==> src/rtl/imem_loader.sv <==
// imem_loader: boot-time byte-stream loader for the mips instruction memory.
// Frame: N_hi, N_lo, 4*N data bytes (big-endian words), XOR checksum of data.
// Holds the core in reset until the whole image has landed and the checksum
// matches.
module imem_loader #(
  parameter int ADDR_W = 8
) (
  input  logic              clk,
  input  logic              reset,
  input  logic              in_valid,
  input  logic [7:0]        in_data,
  output logic              in_ready,
  output logic              imem_we,
  output logic [ADDR_W-1:0] imem_addr,
  output logic [31:0]       imem_wdata,
  output logic              cpu_reset,
  output logic              done,
  output logic              err
);

  typedef enum logic [2:0] {LEN_HI, LEN_LO, DATA, CSUM, RUN, ERR} state_t;

  // Capacity in words. N equal to it is a legal, exactly-full image.
  localparam logic [16:0] CAP = 17'(1) << ADDR_W;

  state_t            state, stateNxt;
  logic [7:0]        lenHi;
  logic [15:0]       nWords;
  logic [ADDR_W:0]   wordCnt;   // one extra bit so a full image can be counted
  logic [1:0]        byteCnt;
  logic [23:0]       shiftReg;
  logic [7:0]        csum;
  logic              accept;
  logic [16:0]       lenFull;
  logic [16:0]       wordNext;
  logic              lastWord;

  assign accept   = in_valid && in_ready;
  assign lenFull  = {1'b0, lenHi, in_data};
  assign wordNext = 17'(wordCnt) + 17'd1;
  assign lastWord = (wordNext == {1'b0, nWords});

  assign done      = (state == RUN);
  assign err       = (state == ERR);
  assign cpu_reset = (state != RUN);

  // Ready only in the stream-consuming states, and never during reset.
  always_comb begin
    in_ready = 1'b0;
    if (!reset) begin
      case (state)
        LEN_HI, LEN_LO, DATA, CSUM: in_ready = 1'b1;
        default:                    in_ready = 1'b0;
      endcase
    end
  end

  // Next-state logic; every transition requires an accepted byte.
  always_comb begin
    stateNxt = state;
    if (accept) begin
      case (state)
        LEN_HI: stateNxt = LEN_LO;
        LEN_LO: begin
          if (lenFull > CAP)       stateNxt = ERR;
          else if (lenFull == '0)  stateNxt = CSUM;
          else                     stateNxt = DATA;
        end
        DATA:   if (byteCnt == 2'd3 && lastWord) stateNxt = CSUM;
        CSUM:   stateNxt = (in_data == csum) ? RUN : ERR;
        default: stateNxt = state;
      endcase
    end
  end

  // State register.
  always_ff @(posedge clk) begin
    if (reset) state <= LEN_HI;
    else       state <= stateNxt;
  end

  // Datapath: length capture, word assembly, checksum and the write strobe.
  // Address/data stay put after the strobe drops.
  always_ff @(posedge clk) begin
    if (reset) begin
      lenHi      <= '0;
      nWords     <= '0;
      wordCnt    <= '0;
      byteCnt    <= '0;
      shiftReg   <= '0;
      csum       <= '0;
      imem_we    <= 1'b0;
      imem_addr  <= '0;
      imem_wdata <= '0;
    end else begin
      imem_we <= 1'b0;
      if (accept) begin
        case (state)
          LEN_HI: lenHi  <= in_data;
          LEN_LO: nWords <= {lenHi, in_data};
          DATA: begin
            csum     <= csum ^ in_data;
            byteCnt  <= byteCnt + 2'd1;
            shiftReg <= {shiftReg[15:0], in_data};
            if (byteCnt == 2'd3) begin
              imem_we    <= 1'b1;
              imem_addr  <= wordCnt[ADDR_W-1:0];
              imem_wdata <= {shiftReg, in_data};
              wordCnt    <= wordCnt + 1'b1;
            end
          end
          default: ;
        endcase
      end
    end
  end

endmodule

==> config.mk <==
export PLATFORM = sky130hd
export DESIGN_NAME = imem_loader
export DESIGN_NICKNAME = d
export VERILOG_FILES = /design/src/rtl/imem_loader.sv
export SDC_FILE = /design/constraint.sdc
export NUM_CORES = 1
export LEC_CHECK = 0
export ABC_AREA = 1
export BUFFER_PORTS_ARGS = -buffer_cell sky130_fd_sc_hd__buf_2
export CORE_MARGIN = 2
export CORE_UTILIZATION = 52
export CTS_CLUSTER_DIAMETER = 60
export DETAILED_ROUTE_END_ITERATION = 8
export PLACE_DENSITY = 0.83
export SLEW_MARGIN = 20
export SYNTH_ARGS = -nofsm -noshare
export SYNTH_HDL_FRONTEND = slang
export SYNTH_SLANG_ARGS = --single-unit
export TNS_END_PERCENT = 5
==> constraint.sdc <==
create_clock -name clk -period 1.7 [get_ports clk]
set_clock_uncertainty 0.05 [all_clocks]
set_input_delay 0.255 -clock clk [delete_from_list [all_inputs] [get_ports clk]]
set_output_delay 0.255 -clock clk [all_outputs]
set_load 0.02 [all_outputs]
# Word level (Yosys, flattened, before mapping)
# Index checks and enable logic that the tools add are counted.
word_totals:
  ramBits: 0
  word_cells: 47
  mem_bits_ro: 0
  out_inout_bits: 45
  mem_count: 0
  latchBits: 0
  register_bits: 111
  in_bits: 11
classes:
  div_mod_pow: 0
  n_eq_ne: 10
  order_cmp: 1
  bitwise: 3
  shifts: 0
  n_mul: 0
  reduce_logical: 12
  add_sub_neg: 3
  mux: 8
op_table:
  columns: ["cell", "n"]
  rows:
  - ["logical NOT 17 bit", 1]
  - ["== test 10 x 16 -> 1 bit", 1]
  - ["greater-than comparator 16 x 9 -> 1 bit, second input constant", 1]
  - ["one-hot mux 3 bit (4 select lines)", 1]
  - ["adder 9 x 1 -> 10 bit, second input constant", 1]
  - ["adder 9 x 1 -> 9 bit, second input constant", 1]
  - ["== test 8 bit", 1]
  - ["XOR 8 bit", 1]
  - ["== test 3 x 2 -> 1 bit, second input constant", 2]
  - ["== test 3 bit, second input constant", 2]
  - ["two-way mux 3 bit", 2]
  - ["AND reduction 2 bit", 3]
  - ["AND reduction 3 bit", 2]
  - ["two-way mux 1 bit", 5]
  - ["nonzero test 4 bit", 1]
  - ["OR reduction 4 bit", 1]
  - ["== test 3 x 1 -> 1 bit, second input constant", 1]
  - ["logical NOT 3 bit", 1]
  - ["!= test 3 bit, second input constant", 1]
  - ["OR reduction 3 bit", 1]
  - ["adder 2 x 1 -> 2 bit, second input constant", 1]
  - ["== test 2 bit, second input constant", 1]
  - ["logical AND 1 bit", 2]
  - ["!= test 2 bit, second input constant", 1]
  - ["inverter 1 bit", 2]

# Depth between registers and ports, before layout
depth:
  word_depth: 7
  ltp_mapped: 14
  ltp_nobuf: 14

# Least setup slack after synthesis
# Ideal clock, no wire load.
synth_path:
  path_kind: "flip-flop to flip-flop"
  startpoint: "register wordCnt[0]"
  endpoint: "register state[1]"
  stages_incl_launch_ff: 13
  setup_ps: 115
  t_required_ps: 1535
  path_buffers: 0
  synth_period_minus_slack_ps: 1595
  arrival_ps: 1430
  setup_slack_ps: 105
  cell_sequence: "dfxtp_1 ha_1 nand3_2 nor2_2 nand3_1 nand3_1 nand2_1 nor2_1 nand3_1 nand2_2 nand3_1 nand2_1 nor2_1"
synth_between:
  elab_chain_cells: 5
synth_rtl:
  columns: ["element", "line_no", "text"]
  rows:
  - ["start: declaration", "29", "logic [ADDR_W:0] wordCnt;"]
  - ["start signal: assignment", "109", "wordCnt <= wordCnt + 1'b1;"]
  - ["adder 9 x 1 -> 10 bit", "40", "assign wordNext = 17'(wordCnt) + 17'd1;"]
  - ["== test 10 x 16 -> 1 bit", "41", "assign lastWord = (wordNext == {1'b0, nWords});"]
  - ["logical AND 1 bit", "69", "DATA: if (byteCnt == 2'd3 && lastWord) stateNxt = CSUM;"]
  - ["!= test 2 bit (no line)", null, null]
  - ["AND reduction 3 bit (no line)", null, null]
  - ["end signal: assignment", "79", "else state <= stateNxt;"]
  - ["end: declaration", "26", "state_t state, stateNxt;"]
# Every way passes these cells.
# A chain may end at the register's enable or synchronous reset.

# Final worst setup path
layout_path:
  startpoint: "register wordCnt[0]"
  endpoint: "register state[0]"
layout_between:
  elab_chain_cells: 5
layout_rtl:
  columns: ["element", "line_no", "text"]
  rows:
  - ["adder 9 x 1 -> 10 bit", "40", null]
  - ["net wordNext[1]", "35", "logic [16:0] wordNext;"]
  - ["== test 10 x 16 -> 1 bit", "41", null]
  - ["logical AND 1 bit", "69", null]
  - ["!= test 2 bit (no line)", null, null]
  - ["AND reduction 3 bit (no line)", null, null]
# The timed path passes the listed nets, and every way through them passes these cells.

==> results.json <==
{
  "fin_crit_sh_pct": 103,
  "drcViolationCount": 0,
  "slew_violations": 0,
  "drt_iter0_drc": 226,
  "ys_ff_latch": 111,
  "grt_pass1_vias": 3654,
  "fp.dieH_um": 96.5,
  "die_area_um2": 9300,
  "num_antenna_cells": 0,
  "numCtsBuffers": 9,
  "max_freq_mhz": 572,
  "gr-total-overflow": 0,
  "dp_cells": 739,
  "stdcell_count": 756,
  "powerDensity_nw_per_um2": 880,
  "clk_pin_slew_worst_paths_ns": 0.11,
  "yosysSeqAreaShare_pct": 50.0,
  "grt_first_pass_wirelength_um": 16600,
  "gp_congestion": 0.951,
  "cts_sinks": 111,
  "timing.critical_path.max_delay_family": "simple AND/OR/NAND/NOR gates",
  "max_cap_violations": 0,
  "rows": 33,
  "clkPwrFrac_pct": 33.2,
  "syn_nets": 608,
  "cts_tree": "yes",
  "violations": "setup timing",
  "avgSynthCellArea_um2": 7.47,
  "antenna_found_initial": 0,
  "synth_edf_count": 0,
  "combPwrFrac_pct": 7.0,
  "internal_power_mw": 3.33,
  "cts_hold_buffers": 0,
  "status": "complete, but fails checks",
  "drive_gt1_share_pct": 16.7,
  "fin_crit_ns": 1.75,
  "synthesis.area_um2": 4440,
  "synth_area_leaders": "dfxtp_1 (50%), nor2_1 (11%), o21ai_0 (10%)",
  "ys_async_sr_fraction_pct": 0,
  "power.leakage_nw": 2.20,
  "dr.pass1.iters": 5,
  "synth_cells": 595,
  "final_nets": 659,
  "max-vdd-ir-drop_uv": 502,
  "yosysTopAreaCellShare_pct": 50.0,
  "ys.flop_type": "dfxtp_1",
  "clkLatencyLatePin_ns": 0.38,
  "relSlewSlack_pct": 74.4,
  "crit_fanout": 4,
  "routed_wl_um": 10300,
  "clk_path_buf_depth": 2,
  "dpl.hpwl_um": 7100,
  "rsz0062_at_grt": "yes",
  "synth_commonest_cells": "nor2_1 (135), dfxtp_1 (111), o21ai_0 (91), nand2_1 (57), a21oi_1 (52)",
  "cp_slowest_cell": "dfxtp_4",
  "fin_ws_ns": -0.0497,
  "wire_per_inst_um": 13.7,
  "ys_warn_count": 0,
  "hp-class": "input pin to flip-flop",
  "crit_type": "flip-flop to flip-flop",
  "swShare_pct": 25.6,
  "cp.buffers_inverters": 1,
  "htree_levels": 3,
  "p_switching_mw": 1.15,
  "hold_violations": 0,
  "synth_cell_types": 27,
  "synth_most_common_cell": "nor2_1",
  "vias_per_cell": 5.35,
  "ant_nets": 0,
  "critical_path.most_common_cell": "nor2_1",
  "initial_core_util_pct": 53.8,
  "io_buffers": 55,
  "io_pins": 56,
  "die_width_um": 96.5,
  "grt_max_degree": 72,
  "num_vias": 4047,
  "path_cells": "ha_4, inv_2, nand2_2, nand2_1, nor2_1, nand2_1, nor2_1, nand3_1, nor2_1, nand3_1, nand2_2, nand3_2, a21oi_2",
  "critPathArrivalTime_ns": 2.01,
  "hold_ws_ns": 0.114,
  "synth_top_area_cell": "dfxtp_1",
  "clock-root-buffer": "clkbuf_8",
  "pwr-share-seq_pct": 59.9,
  "setup_viol": 3,
  "required_ns": 1.96,
  "endpoint_kind": "flip-flop",
  "grt_usage_pct": 23.2,
  "cp-start-kind": "flip-flop",
  "max_stage_delay_ns": 0.37,
  "tightest_slew_ns": 0.383,
  "core_area_um2": 8260,
  "area_delta_synth_final_pct": 14.5
}
power groups by stage:
stage	clock (mW)	combinational, mW	sequential [mW]
after floorplan	0	0.207	2.73
after CTS	1.50	0.307	2.68
after detailed placement	0	0.304	2.74
after global routing	1.61	0.346	2.69
after global placement	0	0.290	2.74
final	1.48	0.312	2.68
metrics by stage:
step | utilization (%) | power, mW | instance area [µm²] | setup TNS, ns | setup WS, ns
after CTS | 61.2 | 4.49 | 5050 | -0.0577 | -0.0285
final | 61.6 | 4.48 | 5090 | -0.124 | -0.0497
after detailed placement | 58.7 | 3.04 | 4850 | -0.240 | -0.0977
after global routing | 61.6 | 4.64 | 5090 | -2.07 | -0.172
after global placement | 58.7 | 3.03 | 4850 | 0 | 0.0416
after floorplan | - | 2.94 | 4440 | 0 | 0.105
layer usage:
metal / vias up / wire, µm / GRT usage (%)
li1: 2039 / - / -
met1: 1829 / 4650 / 29.5
met2: 155 / 4750 / 38.4
met3: 24 / 711 / 5.43
met4: 0 / 227 / 8.45
met5: - / 0 / 0
area by class of cell:
cell class | count | area [µm²]
clock buffers | 10 | 138
clock inverters | 6 | 42.5
fillers | 739 | 3170
inverters | 47 | 176
multi-input cells | 406 | 1950
flip-flops and latches | 111 | 2230
well taps | 105 | 131
repair buffers | 71 | 420
logic make-up after synthesis:
| group | count (synthesis) | share of synthesized area, % |
|---|---|---|
| AO/OA/AOI/OAI | 161 | 18.8 |
| XOR/XNOR | 10 | 1.97 |
| adder cells (fa/ha/maj) | 2 | 0.563 |
| buffers and inverters | 78 | 7.12 |
| flip-flops | 111 | 50.0 |
| AND/OR/NAND/NOR | 233 | 21.6 |
tightest hold or removal path, cell delays in order:
cell     delay, ns
buf_2         0.12
nand3_1       0.08
a21oi_1       0.05
path summary, 6_finish.rpt:
path / from / to / slack, ns / cells past startpoint
max: wordCnt[0] / state[0] / -0.05 / 13
max reg2reg: wordCnt[0] / state[0] / -0.05 / 13
min: in_data[6] / lenHi[6] / 0.11 / 3
min reg2reg: imem_wdata[3] / imem_wdata[3] / 0.44 / 2
registers in the layout, summed over array words and instances (netlist names):
name / cells
byteCnt: 2
csum: 8
imem_addr: 8
imem_wdata: 32
imem_we: 1
lenHi: 8
nWords: 16
shiftReg: 24
state: 3
wordCnt: 9
repair_timing:
action	4_1_cts	5_1_grt
hold endpoints to repair	0	0
endpoints found under the setup margin	3	34
pin swaps	0	7
buffers inserted	0	1
resized for setup	6	9
cells in the final DEF, fill, tap and decap left out, types with 5 or more instances in the layout:
cell,instances
dfxtp_1,107
a21oi_1,51
buf_2,55
nand2_1,56
nor2_1,134
xor2_1,5
o21ai_0,91
o21ai_1,6
nand3_1,24
xnor2_1,5
a211oi_1,9
clkbuf_8,10
inv_1,41
buf_4,14
(Power assumes the default switching activity.)
